`config.mk`:
```
export PLATFORM = sky130hd
export DESIGN_NAME = fpga_dsp_stream_io_flat
export DESIGN_NICKNAME = d
export VERILOG_FILES = /design/src/rtl/fpga_dsp_stream_io_if.sv /design/src/rtl/fpga_dsp_stream_io.sv /design/src/flat_wrapper.sv
export SDC_FILE = /design/constraint.sdc
export NUM_CORES = 1
export LEC_CHECK = 0
export ABC_AREA = 1
export BUFFER_PORTS_ARGS = -buffer_cell sky130_fd_sc_hd__clkbuf_2
export CAP_MARGIN = 5
export CORE_ASPECT_RATIO = 1.5
export CORE_MARGIN = 1
export CORE_UTILIZATION = 55
export DETAILED_ROUTE_END_ITERATION = 12
export HOLD_SLACK_MARGIN = 0.1
export PLACE_DENSITY = 0.76
export SLEW_MARGIN = 20
export SYNTH_ARGS = -nofsm -noshare
export SYNTH_HDL_FRONTEND = slang
export SYNTH_SLANG_ARGS = --single-unit
```
`constraint.sdc`:
```
create_clock -name clk -period 2.1 [get_ports clk]
set_input_delay 0.105 -clock clk [delete_from_list [all_inputs] [get_ports clk]]
set_output_delay 0.105 -clock clk [all_outputs]
set_load 0.1 [all_outputs]
```
`src/rtl/fpga_dsp_stream_io_if.sv`:
```
// Bundle of the FIR-side AXI4-Stream pair and the HPS-side APB slave port
// for the CPU stream endpoint.
interface fpga_dsp_stream_io_if;
    logic [7:0]  axis4_m_tdata;
    logic        axis4_m_tvalid;
    logic        axis4_m_tready;
    logic        axis4_m_tlast;

    logic [7:0]  axis4_s_tdata;
    logic        axis4_s_tvalid;
    logic        axis4_s_tready;
    logic        axis4_s_tlast;

    logic [3:0]  apb_slave_paddr;
    logic        apb_slave_psel;
    logic        apb_slave_penable;
    logic        apb_slave_pwrite;
    logic [31:0] apb_slave_pwdata;
    logic [31:0] apb_slave_prdata;
    logic        apb_slave_pready;

    // The endpoint itself: APB slave, AXIS master on TX, AXIS slave on RX.
    modport slave (
        output axis4_m_tdata, axis4_m_tvalid, axis4_m_tlast,
        input  axis4_m_tready,
        input  axis4_s_tdata, axis4_s_tvalid, axis4_s_tlast,
        output axis4_s_tready,
        input  apb_slave_paddr, apb_slave_psel, apb_slave_penable,
        input  apb_slave_pwrite, apb_slave_pwdata,
        output apb_slave_prdata, apb_slave_pready
    );

    // The environment around it: CPU bridge plus filter.
    modport master (
        input  axis4_m_tdata, axis4_m_tvalid, axis4_m_tlast,
        output axis4_m_tready,
        output axis4_s_tdata, axis4_s_tvalid, axis4_s_tlast,
        input  axis4_s_tready,
        output apb_slave_paddr, apb_slave_psel, apb_slave_penable,
        output apb_slave_pwrite, apb_slave_pwdata,
        input  apb_slave_prdata, apb_slave_pready
    );
endinterface

```
`src/rtl/fpga_dsp_stream_io.sv`:
```
// APB-programmed stream endpoint: TX FIFO + output register toward the FIR
// AXIS slave, RX FIFO capturing the FIR AXIS output for CPU readback.
module fpga_dsp_stream_io #(
    parameter  int DEPTH = 16,
    localparam int LW    = $clog2(DEPTH) + 1
) (
    input  logic              clk,
    input  logic              rstn,
    fpga_dsp_stream_io_if.slave bus
);
    localparam int AW = $clog2(DEPTH);

    logic        access, wr, rd;
    logic [1:0]  addr;
    logic        ctrl_wr, tx_flush, rx_flush;

    logic        tx_en, tx_ovf, rx_ovf;
    logic [8:0]  tx_mem [DEPTH];
    logic [8:0]  rx_mem [DEPTH];
    logic [AW-1:0] tx_wp, tx_rp, rx_wp, rx_rp;
    logic [LW-1:0] tx_level, rx_level;
    logic        tx_vld, tx_last;
    logic [7:0]  tx_data;

    logic        tx_full, tx_push_req, tx_push, tx_load;
    logic        rx_full, rx_empty, rx_push, rx_pop;
    logic [8:0]  rx_head;
    logic [15:0] tx_lvl16, rx_lvl16;
    logic        unused;

    assign access  = bus.apb_slave_psel & bus.apb_slave_penable;
    assign wr      = access & bus.apb_slave_pwrite;
    assign rd      = access & ~bus.apb_slave_pwrite;
    assign addr    = bus.apb_slave_paddr[3:2];
    assign ctrl_wr = wr & (addr == 2'd0);
    assign tx_flush = ctrl_wr & bus.apb_slave_pwdata[1];
    assign rx_flush = ctrl_wr & bus.apb_slave_pwdata[2];

    assign tx_full     = (tx_level == LW'(DEPTH));
    assign tx_push_req = wr & (addr == 2'd1);
    assign tx_push     = tx_push_req & ~tx_full;
    // The output register refills whenever it is free or its beat completes.
    assign tx_load     = tx_en & (tx_level != '0) & (~tx_vld | bus.axis4_m_tready);

    assign rx_full  = (rx_level == LW'(DEPTH));
    assign rx_empty = (rx_level == '0);
    assign rx_push  = bus.axis4_s_tvalid & ~rx_full;
    assign rx_pop   = rd & (addr == 2'd2) & ~rx_empty;
    assign rx_head  = rx_mem[rx_rp];

    assign tx_lvl16 = 16'(tx_level);
    assign rx_lvl16 = 16'(rx_level);
    assign unused   = ^{bus.apb_slave_pwdata[31:9], bus.apb_slave_paddr[1:0]};

    assign bus.axis4_m_tdata    = tx_data;
    assign bus.axis4_m_tvalid   = tx_vld;
    assign bus.axis4_m_tlast    = tx_last;
    assign bus.axis4_s_tready   = ~rx_full;
    assign bus.apb_slave_pready = 1'b1;

    always_ff @(posedge clk) begin
        if (tx_push) tx_mem[tx_wp] <= bus.apb_slave_pwdata[8:0];
        if (rx_push) rx_mem[rx_wp] <= {bus.axis4_s_tlast, bus.axis4_s_tdata};
    end

    always_ff @(posedge clk or negedge rstn) begin
        if (!rstn) begin
            tx_en    <= 1'b0;
            tx_ovf   <= 1'b0;
            rx_ovf   <= 1'b0;
            tx_wp    <= '0;
            tx_rp    <= '0;
            tx_level <= '0;
            rx_wp    <= '0;
            rx_rp    <= '0;
            rx_level <= '0;
            tx_vld   <= 1'b0;
            tx_data  <= '0;
            tx_last  <= 1'b0;
        end else begin
            if (ctrl_wr) tx_en <= bus.apb_slave_pwdata[0];

            if (tx_push_req & tx_full)              tx_ovf <= 1'b1;
            else if (ctrl_wr & bus.apb_slave_pwdata[3]) tx_ovf <= 1'b0;
            if (bus.axis4_s_tvalid & rx_full)       rx_ovf <= 1'b1;
            else if (ctrl_wr & bus.apb_slave_pwdata[4]) rx_ovf <= 1'b0;

            if (tx_flush) begin
                tx_wp    <= '0;
                tx_rp    <= '0;
                tx_level <= '0;
            end else begin
                if (tx_push) tx_wp <= tx_wp + 1'b1;
                if (tx_load) tx_rp <= tx_rp + 1'b1;
                if (tx_push & ~tx_load)      tx_level <= tx_level + 1'b1;
                else if (~tx_push & tx_load) tx_level <= tx_level - 1'b1;
            end

            // Flush drops a pending beat; otherwise hold until accepted.
            if (tx_flush) begin
                tx_vld <= 1'b0;
            end else if (tx_load) begin
                tx_vld  <= 1'b1;
                tx_data <= tx_mem[tx_rp][7:0];
                tx_last <= tx_mem[tx_rp][8];
            end else if (bus.axis4_m_tready) begin
                tx_vld <= 1'b0;
            end

            if (rx_flush) begin
                rx_wp    <= '0;
                rx_rp    <= '0;
                rx_level <= '0;
            end else begin
                if (rx_push) rx_wp <= rx_wp + 1'b1;
                if (rx_pop)  rx_rp <= rx_rp + 1'b1;
                if (rx_push & ~rx_pop)      rx_level <= rx_level + 1'b1;
                else if (~rx_push & rx_pop) rx_level <= rx_level - 1'b1;
            end
        end
    end

    always_comb begin
        bus.apb_slave_prdata = 32'hFFFF_FFFF;
        if (rd) begin
            case (addr)
                2'd0: bus.apb_slave_prdata = {18'b0, rx_ovf, tx_ovf, rx_empty, rx_full,
                                              (tx_level == '0) & ~tx_vld, tx_full,
                                              7'b0, tx_en};
                2'd1: bus.apb_slave_prdata = 32'h0;
                2'd2: bus.apb_slave_prdata = rx_empty ? 32'h8000_0000
                                                      : {23'b0, rx_head};
                default: bus.apb_slave_prdata = {8'b0, rx_lvl16[7:0], 8'b0, tx_lvl16[7:0]};
            endcase
        end
    end
endmodule
```
`src/flat_wrapper.sv`:
```
// flat-port wrapper written by rule: the top's interface ports become plain ports
module fpga_dsp_stream_io_flat 
#(
    parameter  int DEPTH = 16,
    localparam int LW    = $clog2(DEPTH) + 1
)
  (clk, rstn, bus_axis4_m_tdata, bus_axis4_m_tvalid, bus_axis4_m_tlast, bus_axis4_m_tready, bus_axis4_s_tdata, bus_axis4_s_tvalid, bus_axis4_s_tlast, bus_axis4_s_tready, bus_apb_slave_paddr, bus_apb_slave_psel, bus_apb_slave_penable, bus_apb_slave_pwrite, bus_apb_slave_pwdata, bus_apb_slave_prdata, bus_apb_slave_pready);
  fpga_dsp_stream_io_if bus_i ();
  input  logic clk;
  input  logic rstn;
  output wire logic [$bits(bus_i.axis4_m_tdata)-1:0] bus_axis4_m_tdata;
  output wire logic [$bits(bus_i.axis4_m_tvalid)-1:0] bus_axis4_m_tvalid;
  output wire logic [$bits(bus_i.axis4_m_tlast)-1:0] bus_axis4_m_tlast;
  input wire logic [$bits(bus_i.axis4_m_tready)-1:0] bus_axis4_m_tready;
  input wire logic [$bits(bus_i.axis4_s_tdata)-1:0] bus_axis4_s_tdata;
  input wire logic [$bits(bus_i.axis4_s_tvalid)-1:0] bus_axis4_s_tvalid;
  input wire logic [$bits(bus_i.axis4_s_tlast)-1:0] bus_axis4_s_tlast;
  output wire logic [$bits(bus_i.axis4_s_tready)-1:0] bus_axis4_s_tready;
  input wire logic [$bits(bus_i.apb_slave_paddr)-1:0] bus_apb_slave_paddr;
  input wire logic [$bits(bus_i.apb_slave_psel)-1:0] bus_apb_slave_psel;
  input wire logic [$bits(bus_i.apb_slave_penable)-1:0] bus_apb_slave_penable;
  input wire logic [$bits(bus_i.apb_slave_pwrite)-1:0] bus_apb_slave_pwrite;
  input wire logic [$bits(bus_i.apb_slave_pwdata)-1:0] bus_apb_slave_pwdata;
  output wire logic [$bits(bus_i.apb_slave_prdata)-1:0] bus_apb_slave_prdata;
  output wire logic [$bits(bus_i.apb_slave_pready)-1:0] bus_apb_slave_pready;
  assign bus_axis4_m_tdata = bus_i.axis4_m_tdata;
  assign bus_axis4_m_tvalid = bus_i.axis4_m_tvalid;
  assign bus_axis4_m_tlast = bus_i.axis4_m_tlast;
  assign bus_i.axis4_m_tready = bus_axis4_m_tready;
  assign bus_i.axis4_s_tdata = bus_axis4_s_tdata;
  assign bus_i.axis4_s_tvalid = bus_axis4_s_tvalid;
  assign bus_i.axis4_s_tlast = bus_axis4_s_tlast;
  assign bus_axis4_s_tready = bus_i.axis4_s_tready;
  assign bus_i.apb_slave_paddr = bus_apb_slave_paddr;
  assign bus_i.apb_slave_psel = bus_apb_slave_psel;
  assign bus_i.apb_slave_penable = bus_apb_slave_penable;
  assign bus_i.apb_slave_pwrite = bus_apb_slave_pwrite;
  assign bus_i.apb_slave_pwdata = bus_apb_slave_pwdata;
  assign bus_apb_slave_prdata = bus_i.apb_slave_prdata;
  assign bus_apb_slave_pready = bus_i.apb_slave_pready;
  fpga_dsp_stream_io #(.DEPTH(DEPTH)) u_core (.clk(clk), .rstn(rstn), .bus(bus_i));
endmodule
```
Word-level counts from Yosys, hierarchy flattened --
Memories as Yosys holds them, arrays and structs flattened. A register that Yosys moved wholly into a read port is not among the register bits. Cells that the tools add are included.
Word-level totals: RAM bits 288, register bits after elaboration 30, memories 2
Memory list:
- u_core.rx_mem | depth 16, width 9, rd ports 1, clocked after Yosys merged registers in 0, write ports 1, line fpga_dsp_stream_io.sv:19 | logic [8:0] rx_mem [DEPTH];
- u_core.tx_mem | depth 16, width 9, rd ports 1, clocked after Yosys merged registers in 1, write ports 1, line fpga_dsp_stream_io.sv:18 | logic [8:0] tx_mem [DEPTH];
Operators by class: $add $sub $neg 8, multiplexer cells 28, reductions and logical operators 15, bitwise operators 33, equal/unequal tests 4
Operators by type and width (count):
- case mux 32 bit (3 select lines) | 1
- 2-to-1 mux 32 bit | 2
- 2-to-1 mux 4 bit | 8
- 2-to-1 mux 5 bit | 6
- AND 1 bit | 22
- adder 4 x 1 -> 4 bit, second input constant | 4
- nonzero test 2 bit | 6
- 2-to-1 mux 1 bit | 11
- adder 5 x 1 -> 5 bit, second input constant | 2
- equality test 5 bit, second input constant | 2
- logical NOT 5 bit | 2
- NOT 1 bit | 10
- subtractor 5 x 1 -> 5 bit, second input constant | 2
- nonzero test 3 bit | 3
- nonzero test 5 bit | 1
- equality test 2 x 1 -> 1 bit, second input constant | 1
- equality test 2 bit, second input constant | 1
- logical NOT 2 bit | 1
- AND reduction 2 bit | 1
- logical NOT 1 bit | 1
- bitwise OR 1 bit | 1

Longest topological paths before layout --
depth in word-level cells 9, mapped depth 13, depth with buffers taken out 13

Worst setup path before layout --
No wires, ideal clock.
path type flip-flop to output port, start point register u_core.rx_level[1], end point output bus_apb_slave_prdata[10], arrival 4097 ps, path buffers 0, path slack -2102 ps, stages on the path, launching flop included 4, data required time 1995 ps, cell sequence dfrtp_1 nor2_1 nand4_1 o21ai_0
Between the ends: cells in the longest elaborated chain, start to end 3
Ends and longest elaborated chain:
- from (decl) | line fpga_dsp_stream_io.sv:21 | logic [LW-1:0] tx_level, rx_level;
- from (signal assigned) | line fpga_dsp_stream_io.sv:117 | if (rx_push & ~rx_pop) rx_level <= rx_level + 1'b1;
- from (signal assigned) | line fpga_dsp_stream_io.sv:118 | else if (~rx_push & rx_pop) rx_level <= rx_level - 1'b1;
- equality test 5 bit | line fpga_dsp_stream_io.sv:45 | assign rx_full = (rx_level == LW'(DEPTH));
- case mux 32 bit (3 select lines) | line fpga_dsp_stream_io.sv:126 | case (addr)
- 2-to-1 mux 32 bit | line fpga_dsp_stream_io.sv:125 | if (rd) begin
- to (decl) | line flat_wrapper.sv:24 | output wire logic [$bits(bus_i.apb_slave_prdata)-1:0] bus_apb_slave_prdata;
No other way between the ends.

Final worst setup path --
start point register u_core.rx_rp[0], end point output bus_apb_slave_prdata[5]
Between the ends: cells in the longest elaborated chain, start to end 4
Ends and longest elaborated chain:
- from (decl) | line fpga_dsp_stream_io.sv:20 | logic [AW-1:0] tx_wp, tx_rp, rx_wp, rx_rp;
- from (signal assigned) | line fpga_dsp_stream_io.sv:116 | if (rx_pop) rx_rp <= rx_rp + 1'b1;
- memory (16 x 9 bit)
- 2-to-1 mux 32 bit | line fpga_dsp_stream_io.sv:131 | 2'd2: bus.apb_slave_prdata = rx_empty ? 32'h8000_0000
- case mux 32 bit (3 select lines) | line fpga_dsp_stream_io.sv:126
- 2-to-1 mux 32 bit | line fpga_dsp_stream_io.sv:125
No other way between the ends.

==> results.ini <==
[floorplan]
die_x_microns = 133
dieArea_sq_um = 26400
chipHeight_microns = 199
ios = 96
row_count = 71
start_util_pct = 56.2
core_area_sq_um = 25200

[logic_synthesis]
ys_seq_area_share_pct = 67.9
yosysMostFrequentCell = nand2_1
yosysWarnings = 0
yosys-top-cells-count = 295 x nand2_1, 288 x edfxtp_1, 196 x nor2_1
ys.flop_type = edfxtp_1
synth_area_leader_cell = edfxtp_1
synthesis.nets = 1372
synth_cells = 1300
synthesis.area_sq_um = 14200
synth.area.top_cells = edfxtp_1 61%, nand2_1 7.8%, dfrtp_1 6.9%, nor2_1 5.2%, nand3_1 5.0%
syn_avg_cell_area_sq_um = 10.9
synth.top_cell.area_share_pct = 61.0
async_reset_ff_share_pct = 11.9
synth.distinct_cells = 39
synth_edf_count = 288
ys_ff_latch = 327

[cts]
clk_pin_slew_worst_paths_ns = 0.07
clock_latency_ns = 0.56
cts_root_buf = clkbuf_16
cts_tree = done
cts_sinks = 327
htree_num_levels = 1
cts_buffers = 30
clockBufferDepth = 3

[routing]
met3_length_mm = 1.68
ant_nets = 0
drt-total-wl_mm = 35.0
wl_per_cell_microns = 19.6
drc = 0
vias = 10048
drt_iter0_markers = 716
drt_pass1_iterations = 6
viasPerCell = 5.63
drt-met1-wl_mm = 11.6
route.met2.wl_mm = 19.4
highest_layer = met4

[outcome]
status = finished with violations
violations = negative setup slack

[timing]
fin_crit_ns = 2.37
rsz0062_at_grt = true
worst_pin_slew_ns = 0.864
hold-worst-slack_ns = 0.0919
relSlewSlack_pct = 42.2
timing.final.hold_violations = 0
setup_ws_ns = -0.269
fin_crit_sh_pct = 113
finalClockSkew_ns = 0.0115
fmax_mhz = 422
fin_setup_tns_ns = -2.08
drv_slew = 0
finalSetupViolCount = 9

[worst_setup_path]
required_ns = 2.00
cp_slowest_cell = dfrtp_2
r2r_cells = 12
critPathMaxStageDelay_ns = 0.50
critPathArrivalTime_ns = 2.26
cp_top_family = simple AND/OR/NAND/NOR gates
r2r_slack_ns = 0.07
crit_type = register to output pin
path_depth = 11
crit_fanout = 22
critPathBufInv = 3
path_cells = inv_4, buf_12, nor2_1, nor2_1, o21ai_1, nand3_1, nand3_1, nand2_1, nand2_1, nand2_2, buf_12
crit_path_end_kind = output pin
cp-start-kind = register

[layout]
num-fill-cells = 1734
post-route-util_pct = 68.0
area_growth_syn_to_layout_pct = 21.0
nets = 1509
drive_gt1_share_pct = 20.9
antennaDiodeCount = 0

[power_and_ir_drop]
max-vdd-ir-drop_mv = 1.01
powerDensity_nw_per_um2 = 1300
leakagePower_nw = 6.65

[placed_design]
place.gp.congestion = 0.865
io_buffers = 69
hpwl_mm = 22.0

[global_routing]
grt_pass1_vias = 10215
gr-total-overflow = 0
grt_use_total_pct = 26.9
grt_max_degree = 37
antenna_found_initial = 0
grt_pass1_wl_mm = 53.4

[min_path]
hold_class = input pin to register
worstHoldPathCells = 1

[job]
max_cap_viol_count = 0

-- kinds of logic (layout without fill, tap and decap cells) --
group                    count (synthesis)  count (layout)  share of synthesized area [%]
other                                    1               1                         0.0264
flip-flops                             327             327                           67.9
AO/OA/AOI/OAI                          145             145                           5.61
XOR/XNOR                                11              11                          0.679
buffers and inverters                  146             303                           4.83
AND/OR/NAND/NOR                        650             650                           19.1
adder cells (fa/ha/maj)                 20              20                           1.87
-- metal layers --
metal	vias to the layer above	track usage (%)
met3	123	3.06
met5	-	0
met4	0	15.7
met2	361	52.1
li1	4711	-
met1	4853	27.7
-- path summary, 6_finish.rpt --
check / from / endpoint
max: u_core.rx_rp[0] / bus_apb_slave_prdata[5]
min: bus_apb_slave_pwdata[1] / u_core.tx_mem[12][1]
max reg2reg: u_core.rx_level[1] / u_core.rx_level[4]
min reg2reg: u_core.bus.axis4_m_tdata[6] / u_core.bus.axis4_m_tdata[6]
max in group asynchronous: rstn / u_core.bus.axis4_m_tvalid
min in group asynchronous: rstn / u_core.tx_level[1]
-- power by group --
part           internal (W)  total (W)  switching [W]
clock               0.00284    0.00509        0.00225
sequential          0.00770    0.00816       0.000456
combinational       0.00297    0.00900        0.00603
total                0.0135     0.0223        0.00874
-- stage by stage --
stage / setup WS (ns) / cells / total power, W / area (sq um)
after floorplan: -0.985 / 1300 / 0.0138 / 14300
after global placement: 0.0492 / 1688 / 0.0161 / 15400
after global routing: -0.379 / 1785 / 0.0233 / 17200
after CTS: -0.250 / 1776 / 0.0220 / 17000
final: -0.269 / 1785 / 0.0223 / 17200
after detailed placement: -0.0175 / 1688 / 0.0163 / 15400
-- worst reg2reg max path: stages, from the launching register on --
cell	delay (ns)
dfrtp_1	0.39
nor2_2	0.14
nand4_1	0.16
nand2_2	0.12
nor2_2	0.06
inv_2	0.08
ha_4	0.15
inv_4	0.06
fa_2	0.36
nand3_2	0.09
nand2_1	0.06
xnor2_1	0.15
o22ai_1	0.09
-- timing repair --
action                     CTS  global route
buffers inserted             3            10
hold endpoints to repair   263             0
hold buffers                29             0
pin swaps                   29             9
setup endpoints to repair   14            46
gates resized for setup     69            44
gates cloned                 4             0
-- sequential cells by signal, indices dropped and copies added, names as in the netlist --
name,count
u_core.rx_wp,4
u_core.tx_level,5
u_core.tx_mem,144
u_core.tx_ovf,1
u_core.tx_wp,4
u_core.bus.axis4_m_tvalid,1
u_core.bus.axis4_m_tlast,1
u_core.rx_ovf,1
u_core.rx_rp,4
u_core.tx_en,1
u_core.rx_level,5
u_core.tx_rp,4
u_core.rx_mem,144
u_core.bus.axis4_m_tdata,8
-- final cells by class --
cell class	count	area [sq um]	share of cell area, %
Sequential cell	327	9630	56.1
Clock inverter	14	104	0.605
Inverter	75	308	1.79
Timing Repair Buffer	176	1630	9.49
Multi-Input combinational cell	827	4260	24.8
Tap cell	328	410	2.39
Clock buffer	38	812	4.73
-- placed cells by master (no fill, tap or decap), types with 4 or more instances in the layout --
| cell | count |
|---|---|
| xnor2_1 | 7 |
| ha_1 | 12 |
| a21oi_1 | 14 |
| dfrtp_1 | 35 |
| clkinv_2 | 5 |
| nand2_2 | 16 |
| o22ai_1 | 4 |
| inv_4 | 6 |
| nor2_1 | 171 |
| o21ai_2 | 5 |
| ha_4 | 6 |
| o21ai_0 | 71 |
| clkinv_1 | 7 |
| nand3_2 | 32 |
| xor2_1 | 4 |
| nand3_1 | 113 |
| inv_1 | 58 |
| clkbuf_2 | 49 |
| buf_16 | 4 |
| buf_12 | 20 |
| nor2_2 | 24 |
| edfxtp_1 | 288 |
| o211ai_1 | 18 |
| clkbuf_16 | 31 |
| buf_6 | 4 |
| nand2_1 | 278 |
| dlygate4sd3_1 | 28 |
| inv_2 | 7 |
| nand4_1 | 5 |
| buf_4 | 66 |
| o21ai_1 | 23 |
| clkbuf_1 | 6 |
No activity file was read; power rests on OpenSTA's default activity.
